**src/rtl/vme_cmd_sequencer_pkg.sv**
```systemverilog
// ============================================================================
// vme_cmd_sequencer_pkg
//   Shared op codes, FSM encoding and VME command bit positions.
//   Revision: 1.0
// ============================================================================
`default_nettype none

package vme_cmd_sequencer_pkg;

  localparam int c_op_w       = 2;
  localparam int c_instr_w    = 16;
  localparam int c_vme_rd_bit = 25;
  localparam int c_vme_wr_bit = 24;

  typedef enum logic [1:0] {
    OP_END      = 2'b00,
    OP_WRITE    = 2'b01,
    OP_READ     = 2'b10,
    OP_READ_CMP = 2'b11
  } op_e;

  typedef enum logic [2:0] {
    ST_IDLE     = 3'd0,
    ST_FETCH    = 3'd1,
    ST_ISSUE    = 3'd2,
    ST_WAIT_RSP = 3'd3,
    ST_STORE    = 3'd4,
    ST_NEXT     = 3'd5,
    ST_DONE     = 3'd6
  } state_e;

  function automatic logic is_read_op(input op_e op);
    return (op == OP_READ) || (op == OP_READ_CMP);
  endfunction

endpackage

`default_nettype wire

```
**src/rtl/vme_cmd_sequencer_sync_fifo.sv**
```systemverilog
// ============================================================================
// vme_cmd_sequencer_sync_fifo
//   Single-clock FIFO; output reads as zero while empty.
//   Revision: 1.0
// ============================================================================
`default_nettype none

module vme_cmd_sequencer_sync_fifo #(
  parameter int WIDTH = 32,
  parameter int DEPTH = 16
) (
  input  logic             clk,
  input  logic             rst,
  input  logic             push,
  input  logic [WIDTH-1:0] push_data,
  output logic             full,
  input  logic             pop,
  output logic [WIDTH-1:0] pop_data,
  output logic             valid
);

  localparam int c_ptr_w = $clog2(DEPTH);

  logic [WIDTH-1:0]   r_mem [DEPTH];
  logic [c_ptr_w-1:0] r_wr_ptr;
  logic [c_ptr_w-1:0] r_rd_ptr;
  logic [c_ptr_w:0]   r_count;
  logic               w_do_push;
  logic               w_do_pop;

  assign full      = (r_count == (c_ptr_w+1)'(DEPTH));
  assign valid     = (r_count != '0);
  assign w_do_push = push & ~full;
  assign w_do_pop  = pop & valid;
  assign pop_data  = valid ? r_mem[r_rd_ptr] : '0;

  always_ff @(posedge clk) begin
    if (w_do_push) r_mem[r_wr_ptr] <= push_data;
  end

  always_ff @(posedge clk) begin
    if (rst) begin
      r_wr_ptr <= '0;
      r_rd_ptr <= '0;
      r_count  <= '0;
    end else begin
      if (w_do_push) r_wr_ptr <= r_wr_ptr + c_ptr_w'(1);
      if (w_do_pop)  r_rd_ptr <= r_rd_ptr + c_ptr_w'(1);
      if (w_do_push && !w_do_pop)      r_count <= r_count + (c_ptr_w+1)'(1);
      else if (!w_do_push && w_do_pop) r_count <= r_count - (c_ptr_w+1)'(1);
    end
  end

endmodule

`default_nettype wire

```
**src/rtl/vme_cmd_sequencer.sv**
```systemverilog
// ============================================================================
// vme_cmd_sequencer
//   Replays a programmed R/W/compare list into the VME engine registers.
//   Revision: 1.0
// ============================================================================
`default_nettype none

module vme_cmd_sequencer
  import vme_cmd_sequencer_pkg::*;
#(
  parameter int          CMD_DEPTH = 64,
  parameter int          DATA_W    = 16,
  parameter int          RSP_DEPTH = 16,
  parameter logic [31:0] CMD_MASK  = 32'h00A80000,
  parameter int          TIMEOUT   = 1023,
  localparam int         ADDR_W    = $clog2(CMD_DEPTH),
  localparam int         CMD_W     = c_op_w + c_instr_w + DATA_W
) (
  input  logic                        clk,
  input  logic                        rst,
  input  logic                        prog_we,
  input  logic [ADDR_W-1:0]           prog_addr,
  input  logic [CMD_W-1:0]            prog_data,
  input  logic                        run,
  input  logic                        abort,
  input  logic                        loop_en,
  input  logic [ADDR_W:0]             n_cmds,
  input  logic                        vme_cmd_rd,
  input  logic                        vme_dat_wr,
  input  logic [31:0]                 vme_dat_reg_out,
  output logic                        start,
  output logic [31:0]                 vme_cmd_reg,
  output logic [31:0]                 vme_dat_reg_in,
  output logic                        rsp_valid,
  input  logic                        rsp_ready,
  output logic [c_instr_w+DATA_W-1:0] rsp_data,
  output logic                        busy,
  output logic                        done,
  output logic [15:0]                 err_cnt,
  output logic [15:0]                 loop_cnt,
  output logic                        timeout_err
);

  localparam int c_tmo_w = $clog2(TIMEOUT + 1);

  state_e               r_state;
  state_e               w_state_nxt;
  logic [CMD_W-1:0]     r_mem [CMD_DEPTH];
  logic [CMD_W-1:0]     r_entry;
  logic [ADDR_W-1:0]    r_idx;
  logic                 r_run_d;
  logic [DATA_W-1:0]    r_rd_data;
  logic [c_tmo_w-1:0]   r_tmo_cnt;
  logic [15:0]          r_err_cnt;
  logic [15:0]          r_loop_cnt;
  logic                 r_timeout_err;
  logic                 r_done;

  op_e                  w_op;
  logic [c_instr_w-1:0] w_instr;
  logic [DATA_W-1:0]    w_data;
  logic                 w_run_edge;
  logic                 w_accept;
  logic                 w_last;
  logic                 w_push;
  logic                 w_timeout;
  logic                 w_full;

  assign w_op       = op_e'(r_entry[CMD_W-1 -: c_op_w]);
  assign w_instr    = r_entry[DATA_W +: c_instr_w];
  assign w_data     = r_entry[DATA_W-1:0];
  assign w_run_edge = run & ~r_run_d;
  assign w_accept   = (r_state == ST_IDLE) & w_run_edge & ~abort;
  assign w_last     = (w_op == OP_END) || ({1'b0, r_idx} == n_cmds - (ADDR_W+1)'(1));

  assign busy        = (r_state != ST_IDLE) && (r_state != ST_DONE);
  assign done        = r_done;
  assign err_cnt     = r_err_cnt;
  assign loop_cnt    = r_loop_cnt;
  assign timeout_err = r_timeout_err;

  // Command memory keeps its contents across reset; writes only while idle.
  always_ff @(posedge clk) begin
    if (prog_we && !busy) r_mem[prog_addr] <= prog_data;
    if (r_state == ST_FETCH) r_entry <= r_mem[r_idx];
  end

  always_comb begin
    w_state_nxt = r_state;
    start       = 1'b0;
    w_push      = 1'b0;
    w_timeout   = 1'b0;
    case (r_state)
      ST_IDLE:     if (w_run_edge) w_state_nxt = (n_cmds == '0) ? ST_DONE : ST_FETCH;
      ST_FETCH:    w_state_nxt = ST_ISSUE;
      ST_ISSUE: begin
        if (w_op == OP_END) begin
          w_state_nxt = ST_NEXT;
        end else if (vme_cmd_rd) begin
          start       = 1'b1;
          w_state_nxt = ST_WAIT_RSP;
        end
      end
      ST_WAIT_RSP: begin
        if (vme_dat_wr) begin
          w_state_nxt = is_read_op(w_op) ? ST_STORE : ST_NEXT;
        end else if (r_tmo_cnt == c_tmo_w'(TIMEOUT - 1)) begin
          w_timeout   = 1'b1;
          w_state_nxt = ST_DONE;
        end
      end
      ST_STORE: begin
        if (!w_full) begin
          w_push      = 1'b1;
          w_state_nxt = ST_NEXT;
        end
      end
      ST_NEXT:     w_state_nxt = (w_last && !loop_en) ? ST_DONE : ST_FETCH;
      ST_DONE:     w_state_nxt = ST_IDLE;
      default:     w_state_nxt = ST_IDLE;
    endcase
    if (abort) begin
      w_state_nxt = ST_IDLE;
      start       = 1'b0;
      w_push      = 1'b0;
      w_timeout   = 1'b0;
    end
  end

  // Command/data registers reflect the current entry only while it is in flight.
  always_comb begin
    vme_cmd_reg    = CMD_MASK;
    vme_dat_reg_in = '0;
    if ((r_state == ST_ISSUE || r_state == ST_WAIT_RSP) && w_op != OP_END) begin
      vme_cmd_reg = CMD_MASK | {16'h0, w_instr};
      if (is_read_op(w_op)) vme_cmd_reg[c_vme_rd_bit] = 1'b1;
      else                  vme_cmd_reg[c_vme_wr_bit] = 1'b1;
      if (w_op == OP_WRITE) vme_dat_reg_in = 32'(w_data);
    end
  end

  always_ff @(posedge clk) begin
    if (rst) begin
      r_state       <= ST_IDLE;
      r_run_d       <= 1'b0;
      r_idx         <= '0;
      r_rd_data     <= '0;
      r_tmo_cnt     <= '0;
      r_err_cnt     <= '0;
      r_loop_cnt    <= '0;
      r_timeout_err <= 1'b0;
      r_done        <= 1'b0;
    end else begin
      r_state <= w_state_nxt;
      r_run_d <= run;
      if (w_accept) begin
        r_idx         <= '0;
        r_err_cnt     <= '0;
        r_loop_cnt    <= '0;
        r_timeout_err <= 1'b0;
        r_done        <= 1'b0;
      end
      if (start)
        r_tmo_cnt <= '0;
      else if (r_state == ST_WAIT_RSP && !vme_dat_wr)
        r_tmo_cnt <= r_tmo_cnt + c_tmo_w'(1);
      if (r_state == ST_WAIT_RSP && vme_dat_wr)
        r_rd_data <= vme_dat_reg_out[DATA_W-1:0];
      if (w_push && w_op == OP_READ_CMP && r_rd_data != w_data && r_err_cnt != 16'hFFFF)
        r_err_cnt <= r_err_cnt + 16'd1;
      if (r_state == ST_NEXT && !abort) begin
        if (w_last) begin
          r_idx <= '0;
          if (loop_en) r_loop_cnt <= r_loop_cnt + 16'd1;
        end else begin
          r_idx <= r_idx + ADDR_W'(1);
        end
      end
      if (w_timeout) r_timeout_err <= 1'b1;
      if (w_state_nxt == ST_DONE) r_done <= 1'b1;
    end
  end

  vme_cmd_sequencer_sync_fifo #(
    .WIDTH (c_instr_w + DATA_W),
    .DEPTH (RSP_DEPTH)
  ) u_rsp_fifo (
    .clk       (clk),
    .rst       (rst),
    .push      (w_push),
    .push_data ({w_instr, r_rd_data}),
    .full      (w_full),
    .pop       (rsp_ready),
    .pop_data  (rsp_data),
    .valid     (rsp_valid)
  );

  if (DATA_W < 32) begin : g_unused_hi
    logic w_unused_hi;
    assign w_unused_hi = ^vme_dat_reg_out[31:DATA_W];
  end

endmodule

`default_nettype wire

```
**config.mk**
```make
export PLATFORM = sky130hd
export DESIGN_NAME = vme_cmd_sequencer
export DESIGN_NICKNAME = d
export VERILOG_FILES = /design/src/rtl/vme_cmd_sequencer_pkg.sv /design/src/rtl/vme_cmd_sequencer_sync_fifo.sv /design/src/rtl/vme_cmd_sequencer.sv
export SDC_FILE = /design/constraint.sdc
export NUM_CORES = 2
export LEC_CHECK = 0
export BUFFER_PORTS_ARGS = -buffer_cell sky130_fd_sc_hd__buf_2
export CELL_PAD_IN_SITES_DETAIL_PLACEMENT = 0
export CELL_PAD_IN_SITES_GLOBAL_PLACEMENT = 2
export CORE_ASPECT_RATIO = 0.6
export CORE_MARGIN = 4
export CORE_UTILIZATION = 47
export CTS_CLUSTER_DIAMETER = 150
export DETAILED_ROUTE_END_ITERATION = 10
export PLACE_DENSITY = 0.85
export SYNTH_ARGS = -nofsm -noshare
export SYNTH_HDL_FRONTEND = slang
export SYNTH_SLANG_ARGS = --single-unit
```
**constraint.sdc**
```tcl
create_clock -name clk -period 5.75 [get_ports clk]
set_clock_uncertainty 0.05 [all_clocks]
set_input_delay 1.15 -clock clk [delete_from_list [all_inputs] [get_ports clk]]
set_output_delay 1.15 -clock clk [all_outputs]
set_load 0.005 [all_outputs]
```
Word-level counts from Yosys, hierarchy flattened
Memory sizes are Yosys's and may differ from the RTL's. A register that Yosys moved wholly into a read port is not among the register bits.
Index checks and enable logic that the tools add are counted.
{ "classes": {"add_sub_neg": 9, "n_eq_ne": 15, "muxes": 48, "bitwise_logic": 8, "reduce_logical": 33} }
{ "ops": {"columns": ["operator", "n"], "rows": [
  ["two-way mux 16 bit", 8],
  ["adder 16 x 1 -> 16 bit (second input constant)", 2],
  ["two-way mux 32 bit", 1],
  ["two-way mux 3 bit", 9],
  ["two-way mux 26 bit", 1],
  ["two-way mux 1 bit", 21],
  ["two-way mux 6 bit", 3],
  ["case mux 3 bit (6 select lines)", 1],
  ["!= test 16 bit", 1],
  ["!= test 16 bit (second input constant)", 1],
  ["logical AND 1 bit", 12],
  ["nonzero test 2 bit", 6],
  ["adder 10 x 1 -> 10 bit (second input constant)", 1],
  ["== test 10 bit (second input constant)", 1],
  ["two-way mux 5 bit", 2],
  ["== test 3 bit (second input constant)", 3],
  ["adder 4 x 1 -> 4 bit (second input constant)", 2],
  ["two-way mux 4 bit", 2],
  ["== test 6 x 7 -> 1 bit", 1],
  ["zero test 7 bit", 1],
  ["subtractor 7 x 1 -> 7 bit (second input constant)", 1],
  ["adder 6 x 1 -> 6 bit (second input constant)", 1],
  ["== test 3 x 2 -> 1 bit (second input constant)", 2],
  ["zero test 1 bit", 6],
  ["other kinds (15)", 24]
]} }
{ "word_totals": {"regBits": 83, "ramBits": 2688, "inputBits": 88, "output_inout_bits": 133, "word_cells": 127, "memories": 2} }
{ "mem_list": {"columns": ["memory", "words", "word_bits", "rd", "rd_ports_with_merged_regs", "wr", "line_no", "rtl"], "rows": [
  ["r_mem", 64, 34, 1, 1, 1, "vme_cmd_sequencer.sv:48", "logic [CMD_W-1:0] r_mem [CMD_DEPTH];"],
  ["u_rsp_fifo.r_mem", 16, 32, 1, 1, 1, "vme_cmd_sequencer_sync_fifo.sv:24", "logic [WIDTH-1:0] r_mem [DEPTH];"]
]} }

Depth between registers and ports, before layout
{ "logic_depth": {"ltp_word": 9, "depth_mapped": 13} }

Cells and area by module
Synthesis repeated with hierarchy kept, for this count alone.
{ "hier_totals": {"hier_cells": 4703, "hier_area_um2": 108375.2} }
{ "modules_own_cells": {"columns": ["module", "n_inst", "cells_each", "area_each_um2", "seq_area_each_um2"], "rows": [
  ["vme_cmd_sequencer", 1, 3810, 88010.7, 67765.0],
  ["vme_cmd_sequencer_sync_fifo", 1, 893, 20364.5, 15715.1]
]} }

Worst setup path after synthesis
No wires, ideal clock.
{ "synth_path": {"path_kind": "input -> register", "startpoint": "in abort", "endpoint": "mem u_rsp_fifo.r_mem[6][0], in the netlist u_rsp_fifo.r_mem[3][0], enable pin", "setup_ns": 0.461, "arrival_ns": 4.162, "t_required_ns": 5.239, "path_slack_ns": 1.077, "stages": 4, "cell_sequence": "buf_2 a2111oi_4 nand2_1 nor3_1"} }
{ "synth_via": {"elab_chain_cells": 4} }
{ "synth_lines": {"columns": ["item", "line_no", "rtl"], "rows": [
  ["start: declaration", "vme_cmd_sequencer.sv:25", "input logic abort,"],
  ["two-way mux 1 bit", "vme_cmd_sequencer.sv:122", "if (abort) begin"],
  ["AND 1 bit", "vme_cmd_sequencer_sync_fifo.sv:33", "assign w_do_push = push & ~full;"],
  ["via u_rsp_fifo.w_do_push", "vme_cmd_sequencer_sync_fifo.sv:28", "logic w_do_push;"],
  ["two-way mux 1 bit", "vme_cmd_sequencer_sync_fifo.sv:38", "if (w_do_push) r_mem[r_wr_ptr] <= push_data;"],
  ["two-way mux 1 bit (implied by the code)", "vme_cmd_sequencer_sync_fifo.sv:38", null],
  ["end: declaration", "vme_cmd_sequencer_sync_fifo.sv:24", null]
]} }
The timed path passes the listed nets, and every way through them passes these cells.

==> reports/metrics.yaml <==
period_needed_ns: 4.865
drt-total-wl_mm: 274.8
reg2reg_depth: 7
synth-seq-cells: 2809
cts_setup_buffers: 0
synth_edf_count: 2722
finalHoldViolations: 0
synth.avg_cell_area_um2: 23.38
netlist_instances: 4626
leakagePower_nw: 36.64
drcViolationCount: 0
clock_sinks: 2809
holdWs_ns: 0.4406
fin_util_pct: 53.03
clockBufferDepth: 4
drt_iter0_markers: 8846
min_path_type: "flip-flop to flip-flop"
via_per_inst: 6.411
timing.rr.end: "r_mem[63][27]"
grt_pass1_vias: 50710
grt_pass1_wl_mm: 390.7
worstReg2RegStart: "r_state[1]"
nets: 5069
syn2layout_area_growth_pct: 12.28
grt_remaining_overflow: 0
numCtsBuffers: 230
fin_setup_tns_ns: 0
grt_max_degree: 95
status: "completed"
max_freq_ghz: 0.2056
synth-adder-area-share_pct: 0.2036
slew_headroom_pct: 16.02
antenna_found_initial: 25
ys_warn_count: 0
final_antenna_net_count: 0
fin_crit_sh_pct: 84.60
finalSetupViolations: 0
ys.flop_type: "edfxtp_1"
maxSlewViolCount: 0
synthTopCellsByCount: "edfxtp_1, mux4_2, nor2_1"
avgRoutedWirePerCell_um: 33.54
yosysTopAreaCellShare_pct: 75.57
pwr_density_cell_mw_per_mm2: 333.4
yosysTopAreaCell: "edfxtp_1"
cap_violations: 0
h-tree-depth: 4
synth_area_leaders: "edfxtp_1, mux4_2, dfxtp_1"
synth.mux.area_fraction_pct: 18.01
cts_resized: 0
port_buffers: 174
crit_arrival_ns: 3.66
clock_latency_ns: 0.89
rsz0062_at_grt: "false"
fp.dieH_um: 379.6
io_pins: 221
mappedNetlistArea_mm2: 0.1082
gp_congestion: 0.7973
tightest_slew_ns: 1.260
ys_types: 56
peakVddDrop_mv: 0.3062
synthArstFlopShare_pct: 0
cts_tree: "built"
crit_path_end_kind: "primary output"
ff_latch_area_mm2: 0.08351
ys_seq_area_share_pct: 77.18
die_w_um: 627.3
path_clk_slew_ns: 0.07
die-area_mm2: 0.2381
cp_max_fo: 36
multiInputGateArea_mm2: 0.02402
vias: 52520
reg2reg_slack_ns: 1.78
track_usage_pct: 22.98
crit_type: "flip-flop to primary output"
synth_top_family_by_area: "multiplexers"
design_area_mm2: 0.1215
critPathRequiredTime_ns: 4.55
placed_area_mm2: 0.1142
first_pass_iters: 8
yosys.area_share.simple_pct: 2.066
cts_root_buffer: "clkbuf_16"
synth_compound_area_share_pct: 0.9358
crit_end: "rsp_data[25]"
yosysMostFrequentCell: "edfxtp_1"
postCtsHoldBufs: 0
cp-start-kind: "flip-flop"
hpwl_mm: 161.4
drive_above_1_share_pct: 31.49
fillers: 17040
core_area_mm2: 0.2290
rows: 136
start_util_pct: 47.23
synth-xor-area-share_pct: 0.3320
## how the worst min path moves through the flow
| stage | start | endpoint | slack (ns) | cells after the start |
|---|---|---|---|---|
| 2_1_floorplan | u_rsp_fifo.r_rd_ptr[3] | flip-flop | 0.41 | 2 |
| 3_3_place_gp | done | done | 0.41 | 1 |
| 3_5_place_dp | err_cnt[13] | err_cnt[13] | 0.43 | 1 |
| 4_1_cts | vme_dat_reg_out[5] | r_rd_data[5] | 0.42 | 3 |
| 5_1_grt | vme_dat_reg_out[5] | r_rd_data[5] | 0.45 | 3 |
| 6_report | u_rsp_fifo.r_rd_ptr[3] | flip-flop | 0.44 | 2 |
## registers in the layout, summed over array words and instances, names as in the netlist, 4 cells and up, named ones only
register,cells
r_idx,6
r_rd_data,16
u_rsp_fifo.r_wr_ptr,4
r_tmo_cnt,10
r_mem,2176
r_entry,34
u_rsp_fifo.r_rd_ptr,4
u_rsp_fifo.r_count,5
err_cnt,16
loop_cnt,16
u_rsp_fifo.r_mem,512
## cell type report
cell class | instances | share of cell area (%)
multi-input combinational | 1555 | 19.78
clock buffer | 283 | 4.990
sequential | 2809 | 68.76
clock inverter | 130 | 0.9509
inverter | 14 | 0.04327
tap | 3036 | 3.128
timing repair buffer | 354 | 2.324
antenna | 12 | 0.02472
## metrics by stage
stage | setup slack, ns | std cells | total power, mW
floorplan | 1.077 | 4654 | 24.40
finish | 0.8853 | 8193 | 40.49
global route | 0.6968 | 8183 | 41.80
CTS | 0.7840 | 8181 | 40.70
global placement | 1.634 | 7768 | 25.36
detailed placement | 1.585 | 7768 | 25.42
## logic make-up after synthesis
kind of cell	after synthesis
AND/OR/NAND/NOR	439
other	2
XOR/XNOR	41
AO/OA/AOI/OAI	154
flip-flops	2809
adder cells (fa/ha/maj)	17
buffers and inverters	290
multiplexers	874
## critical path: stages, from the launching register on
cell and delay (ns):
dfxtp_4 0.88, buf_4 0.40, mux4_2 0.55, mux4_2 0.57, and2_1 0.20, buf_2 0.12
## where the power goes
group | internal [mW] | switching [mW] | leakage, nW | total, mW
clock | 8.41 | 7.12 | 3.53 | 15.5
combinational | 1.07 | 1.25 | 7.63 | 2.31
sequential | 22.5 | 0.178 | 25.5 | 22.6
## layout by cell type (no fill, tap or decap), types with 50 or more instances in the layout
master	n
a21oi_1	57
buf_2	174
clkinv_1	60
and2_1	69
nor2_4	77
buf_4	132
clkbuf_16	235
dfxtp_1	77
nand2_1	87
edfxtp_1	2722
mux4_2	858
nor2_1	50
## metal layers
layer  global-route usage, %  vias up  share of wire [%]
met5                       0        -              0.016
met4                   4.628       10                2.1
met3                   6.699      395                 13
met2                   31.21     3506                 43
met1                   36.98    28250                 42
li1                        -    20360                  -
Note: power is estimated with default switching activity, not from simulation.
